[config.mk]
export PLATFORM = sky130hd
export DESIGN_NAME = irq_ctrl
export DESIGN_NICKNAME = d
export VERILOG_FILES = /design/src/rtl/irq_pkg.sv /design/src/rtl/irq_ctrl_prio_enc.sv /design/src/rtl/irq_ctrl.sv
export SDC_FILE = /design/constraint.sdc
export NUM_CORES = 1
export LEC_CHECK = 0
export CAP_MARGIN = 20
export CORE_ASPECT_RATIO = 2
export CORE_MARGIN = 10
export CORE_UTILIZATION = 40
export DETAILED_ROUTE_END_ITERATION = 7
export GPL_TIMING_DRIVEN = 0
export HOLD_SLACK_MARGIN = 0.12
export PLACE_DENSITY = 0.85
export SLEW_MARGIN = 15
export SYNTH_ARGS = -nofsm -noshare
export SYNTH_HDL_FRONTEND = slang
export SYNTH_HIERARCHICAL = 1
export SYNTH_SLANG_ARGS = --single-unit
[constraint.sdc]
create_clock -name clk -period 2.35 [get_ports clk]
set_input_delay 0.5875 -clock clk [delete_from_list [all_inputs] [get_ports clk]]
set_output_delay 0.5875 -clock clk [all_outputs]
set_load 0.01 [all_outputs]
[src/rtl/irq_pkg.sv]
// Shared types and constants for the fixed-priority interrupt controller.
package irq_pkg;

  typedef enum logic [1:0] {
    IDLE    = 2'd0,
    REQ     = 2'd1,
    SERVICE = 2'd2
  } irq_state_t;

  localparam int unsigned DEF_VEC_BASE   = 32'h0000_0040;
  localparam int unsigned DEF_VEC_STRIDE = 32'd4;

  // Index width for n sources; kept at least 1 so a single-source build still has a port.
  function automatic int id_w(input int n);
    return (n <= 1) ? 1 : $clog2(n);
  endfunction

endpackage

[src/rtl/irq_ctrl_prio_enc.sv]
// Lowest-index-first priority encoder: valid flags any request, idx is the winner.
module prio_enc #(
  parameter int N   = 8,
  parameter int IDW = 3
) (
  input  logic [N-1:0]   req,
  output logic           valid,
  output logic [IDW-1:0] idx
);

  // Scan from the top down so the lowest set bit is the last one written.
  always_comb begin
    valid = 1'b0;
    idx   = '0;
    for (int i = N - 1; i >= 0; i--) begin
      if (req[i]) begin
        valid = 1'b1;
        idx   = IDW'(i);
      end
    end
  end

endmodule

[src/rtl/irq_ctrl.sv]
// N-source interrupt controller: edge/level pending, enable mask, fixed priority,
// vectored request/ack handshake with EPC capture and eret-terminated service.
module irq_ctrl
  import irq_pkg::*;
#(
  parameter int          NUM_SRC    = 8,
  parameter int          ADDR_W     = 16,
  parameter int unsigned VEC_BASE   = DEF_VEC_BASE,
  parameter int unsigned VEC_STRIDE = DEF_VEC_STRIDE,
  localparam int         ID_W       = id_w(NUM_SRC)
) (
  input  logic               clk,
  input  logic               reset,
  input  logic [NUM_SRC-1:0] irq_src,
  input  logic [NUM_SRC-1:0] edge_mode,
  input  logic               en_wr,
  input  logic [NUM_SRC-1:0] en_in,
  input  logic [ADDR_W-1:0]  current_address,
  input  logic               irq_ack,
  input  logic               eret,
  output logic               irq_req,
  output logic [ADDR_W-1:0]  vec_addr,
  output logic [ID_W-1:0]    cause_id,
  output logic [ADDR_W-1:0]  epc,
  output logic               in_service,
  output logic [NUM_SRC-1:0] pending
);

  // Handshake: irq_req stays high with stable vec_addr/cause_id until the cycle
  // irq_ack=1 is seen; that cycle completes the transfer and enters SERVICE.
  irq_state_t state;

  logic [NUM_SRC-1:0] src_d;
  logic [NUM_SRC-1:0] edge_pend;
  logic [NUM_SRC-1:0] en_reg;
  logic [NUM_SRC-1:0] edge_set;
  logic [NUM_SRC-1:0] edge_clr;
  logic [NUM_SRC-1:0] eligible;
  logic               win_valid;
  logic [ID_W-1:0]    win_idx;
  logic [ADDR_W-1:0]  win_vec;

  assign edge_set = irq_src & ~src_d & edge_mode;
  assign pending  = (edge_pend & edge_mode) | (irq_src & ~edge_mode);
  assign eligible = pending & en_reg;
  assign win_vec  = ADDR_W'(VEC_BASE) + ADDR_W'(win_idx) * ADDR_W'(VEC_STRIDE);

  prio_enc #(
    .N   (NUM_SRC),
    .IDW (ID_W)
  ) u_prio_enc (
    .req   (eligible),
    .valid (win_valid),
    .idx   (win_idx)
  );

  // Only the acknowledged source loses its latched edge.
  always_comb begin
    edge_clr = '0;
    if (state == REQ && irq_ack) begin
      for (int i = 0; i < NUM_SRC; i++) begin
        edge_clr[i] = (cause_id == ID_W'(i));
      end
    end
  end

  always_ff @(posedge clk) begin
    if (reset) begin
      state      <= IDLE;
      src_d      <= '0;
      edge_pend  <= '0;
      en_reg     <= '0;
      irq_req    <= 1'b0;
      in_service <= 1'b0;
      cause_id   <= '0;
      vec_addr   <= '0;
      epc        <= '0;
    end else begin
      src_d <= irq_src;
      if (en_wr) en_reg <= en_in;
      // A new edge in the ack cycle wins over the clear.
      edge_pend <= (edge_pend & ~edge_clr) | edge_set;

      case (state)
        IDLE: begin
          if (win_valid) begin
            cause_id <= win_idx;
            vec_addr <= win_vec;
            irq_req  <= 1'b1;
            state    <= REQ;
          end
        end
        REQ: begin
          if (irq_ack) begin
            epc        <= current_address;
            irq_req    <= 1'b0;
            in_service <= 1'b1;
            state      <= SERVICE;
          end
        end
        SERVICE: begin
          if (eret) begin
            in_service <= 1'b0;
            state      <= IDLE;
          end
        end
        default: begin
          irq_req    <= 1'b0;
          in_service <= 1'b0;
          state      <= IDLE;
        end
      endcase
    end
  end

endmodule
==> impl_metrics.json <==
{
  "ir_drop_mv": 0.4649,
  "sw_frac_of_total": 0.2588,
  "worstPathMaxFanout": 2,
  "tns_ps": 0,
  "rows": 37,
  "whs_path_depth": 2,
  "end_kind": "output port",
  "syn_avg_cell_area_sq_um": 9.026,
  "n_antenna_cell": 0,
  "slew_viol_final": 0,
  "drc": 0,
  "cts_max_path_buffers": 2,
  "dpl.cell_count": 374,
  "synth_edf_count": 0,
  "die_x_um": 70.83,
  "status": "completed",
  "worstReg2RegEnd": "cause_id[1]",
  "die-height_um": 121.7,
  "setup_viol": 0,
  "track_usage": 0.1337,
  "port_buffers": 76,
  "cp-start-kind": "input pin",
  "initial_core_util": 0.4059,
  "drive_above_1_share": 0.1354,
  "cts.sinks": 48,
  "p_leak_nw": 1.258,
  "syn2layout_area_growth_pct": 48.12,
  "vias": 1864,
  "first_iter_violations": 95,
  "synth_cells": 229,
  "rrSetupSlack_ps": 630,
  "ys.flop_type": "dfxtp_1",
  "seqPwrFrac": 0.496,
  "antenna_left": 0,
  "cts_tree": "yes",
  "seq_area_frac_synth": 0.4649,
  "ys_types": 31,
  "hp-class": "flip-flop to flip-flop",
  "grt_pass1_wl_um": 9328,
  "wl_per_cell_um": 14.68,
  "cp.required_ps": 1760,
  "viasPerCell": 4.867,
  "cts_made_buffers": 5,
  "grt_antenna_before_repair": 0,
  "r2r_cells": 7,
  "core_area_sq_um": 5092,
  "r2r-start": "edge_pend[3]",
  "ys_seq_elements": 48,
  "powerDensity_nw_per_um2": 591.6,
  "finalHoldViolations": 0,
  "grt_most_used_layer": "met2",
  "combPwrFrac": 0.225,
  "layout.cells.non_filler": 383,
  "grt_use_met3": 0.04963,
  "relSlewSlack": 0.6313,
  "clock_skew_ps": 6.452,
  "fmax_mhz": 434.0,
  "worstHoldStart": "epc[9]",
  "grt_overflow": 0,
  "async_flop_share": 0,
  "p_switching_mw": 0.4687,
  "largest_register_ffs": 16,
  "clk_pin_slew_worst_paths_ps": 80,
  "syn_area_sq_um": 2067,
  "largest_register": "epc",
  "holdPathEnd": "epc[9]",
  "critPathKind": "input pin to output port",
  "ys_warn_count": 6,
  "clk_latency_ps": 310,
  "grt_max_degree": 14,
  "drtPass1Iterations": 4,
  "crit_path_start": "edge_mode[4]",
  "cap_violations": 0,
  "cts-root-buf": "clkbuf_8",
  "layout_min_cycle_time_ps": 2304,
  "worst_pin_slew_ps": 553.1,
  "grt_pass1_vias": 1952,
  "place_congestion": 0.7287,
  "dp_hpwl_um": 4622,
  "hold_slack_ps": 455.6,
  "nets": 369,
  "crit_arrival_ps": 1720,
  "pin_count": 90,
  "clkPwrFrac": 0.279,
  "htree_levels": 2,
  "intPower_mw": 1.342,
  "met2_usage": 0.2517,
  "timing.final.crit_share": 0.9805,
  "grtUsageMet1": 0.1175,
  "finalWirelength_um": 5623,
  "die_area_sq_um": 8617,
  "rsz0062_at_grt": "false"
}
-- synthesized netlist by cell type, types with 5 or more instances --
library cell | n | share of area
mux2_2 | 8 | 0.044
inv_1 | 5 | 0.0091
mux2i_1 | 12 | 0.058
and2_1 | 8 | 0.024
buf_4 | 15 | 0.054
nor2_1 | 18 | 0.033
nand2_1 | 33 | 0.060
a22o_1 | 8 | 0.034
dfxtp_1 | 48 | 0.46
a31oi_1 | 6 | 0.018
a21oi_1 | 20 | 0.048
buf_2 | 8 | 0.019
nor2b_1 | 20 | 0.061
-- area by class of cell --
cell class	count	area, sq um
Fill cell	455	2031
Multi-Input combinational cell	161	989.7
Sequential cell	48	960.9
Timing Repair Buffer	77	758.2
Buffer	26	171.4
Clock buffer	8	90.09
Tap cell	58	72.57
Inverter	5	18.77
-- power groups by stage --
stage               Clock, mW  Sequential (mW)  Combinational (mW)
floorplan                   0            0.923               0.197
global placement            0            0.916               0.397
detailed placement          0            0.918               0.404
CTS                     0.520            0.899               0.402
global route            0.560            0.908               0.446
finish                  0.505            0.899               0.407
-- cell usage in the layout, fill, tap and decap left out, types with 2 or more instances in the layout --
cell / synthesis / routed
clkbuf_8: 0 / 6
dfxtp_1: 48 / 48
buf_4: 15 / 16
inv_1: 5 / 5
dlygate4sd2_1: 0 / 8
mux2_4: 0 / 2
nand2_1: 33 / 33
conb_1: 1 / 12
clkdlybuf4s50_1: 0 / 68
a22o_1: 8 / 8
mux2_2: 8 / 6
and2_1: 8 / 6
clkbuf_1: 2 / 4
a31oi_1: 6 / 6
nor2b_1: 20 / 20
nor2_1: 18 / 18
buf_2: 8 / 8
mux2i_1: 12 / 12
a21oi_1: 20 / 20
a41oi_1: 2 / 2
-- metrics by stage --
step / total power [mW] / area [sq um] / util / setup WS, ps
after floorplan: 1.120 / 2108 / - / 297.9
after global placement: 1.313 / 2942 / 0.5776 / -362.1
after detailed placement: 1.322 / 2942 / 0.5776 / -414.1
after CTS: 1.821 / 3035 / 0.5961 / 10.20
after global routing: 1.913 / 3062 / 0.6012 / 4.186
final: 1.811 / 3062 / 0.6012 / 45.86
-- metal layers --
metal	part of all wire	vias to the layer above
met4	0.029	0
li1	-	942
met1	0.34	846
met2	0.56	65
met5	0	-
met3	0.067	11
-- how the worst max path moves through the flow --
stage / endpoint / slack (ps) / cells after the start
CTS: pending[5] / 10 / 3
finish: pending[4] / 50 / 3
detailed placement: cause_id[1] / -410 / 8
global placement: cause_id[1] / -360 / 8
global route: pending[4] / 4 / 3
floorplan: cause_id[0] / 300 / 7
-- critical path, cell delays in order --
cell             delay (ps)
clkdlybuf4s50_1         480
mux2_2                  350
dlygate4sd2_1           290
-- cells by family (layout without fill, tap and decap cells) --
group | after synthesis | in the layout | synth area share
buffers and inverters | 31 | 116 | 0.09201
other | 1 | 12 | 0.001814
multiplexers | 20 | 20 | 0.1017
flip-flops | 48 | 48 | 0.4649
AND/OR/NAND/NOR | 87 | 87 | 0.2082
AO/OA/AOI/OAI | 42 | 42 | 0.1314
-- timing repair --
item | CTS | global route
endpoints found under the hold margin | 0 | 0
resized for setup | 9 | 6
hold buffers | 0 | 0
setup buffers | 1 | 0
pin swaps | 3 | 3
setup endpoints to repair | 11 | 3
Power figures use the tool's default switching activity.
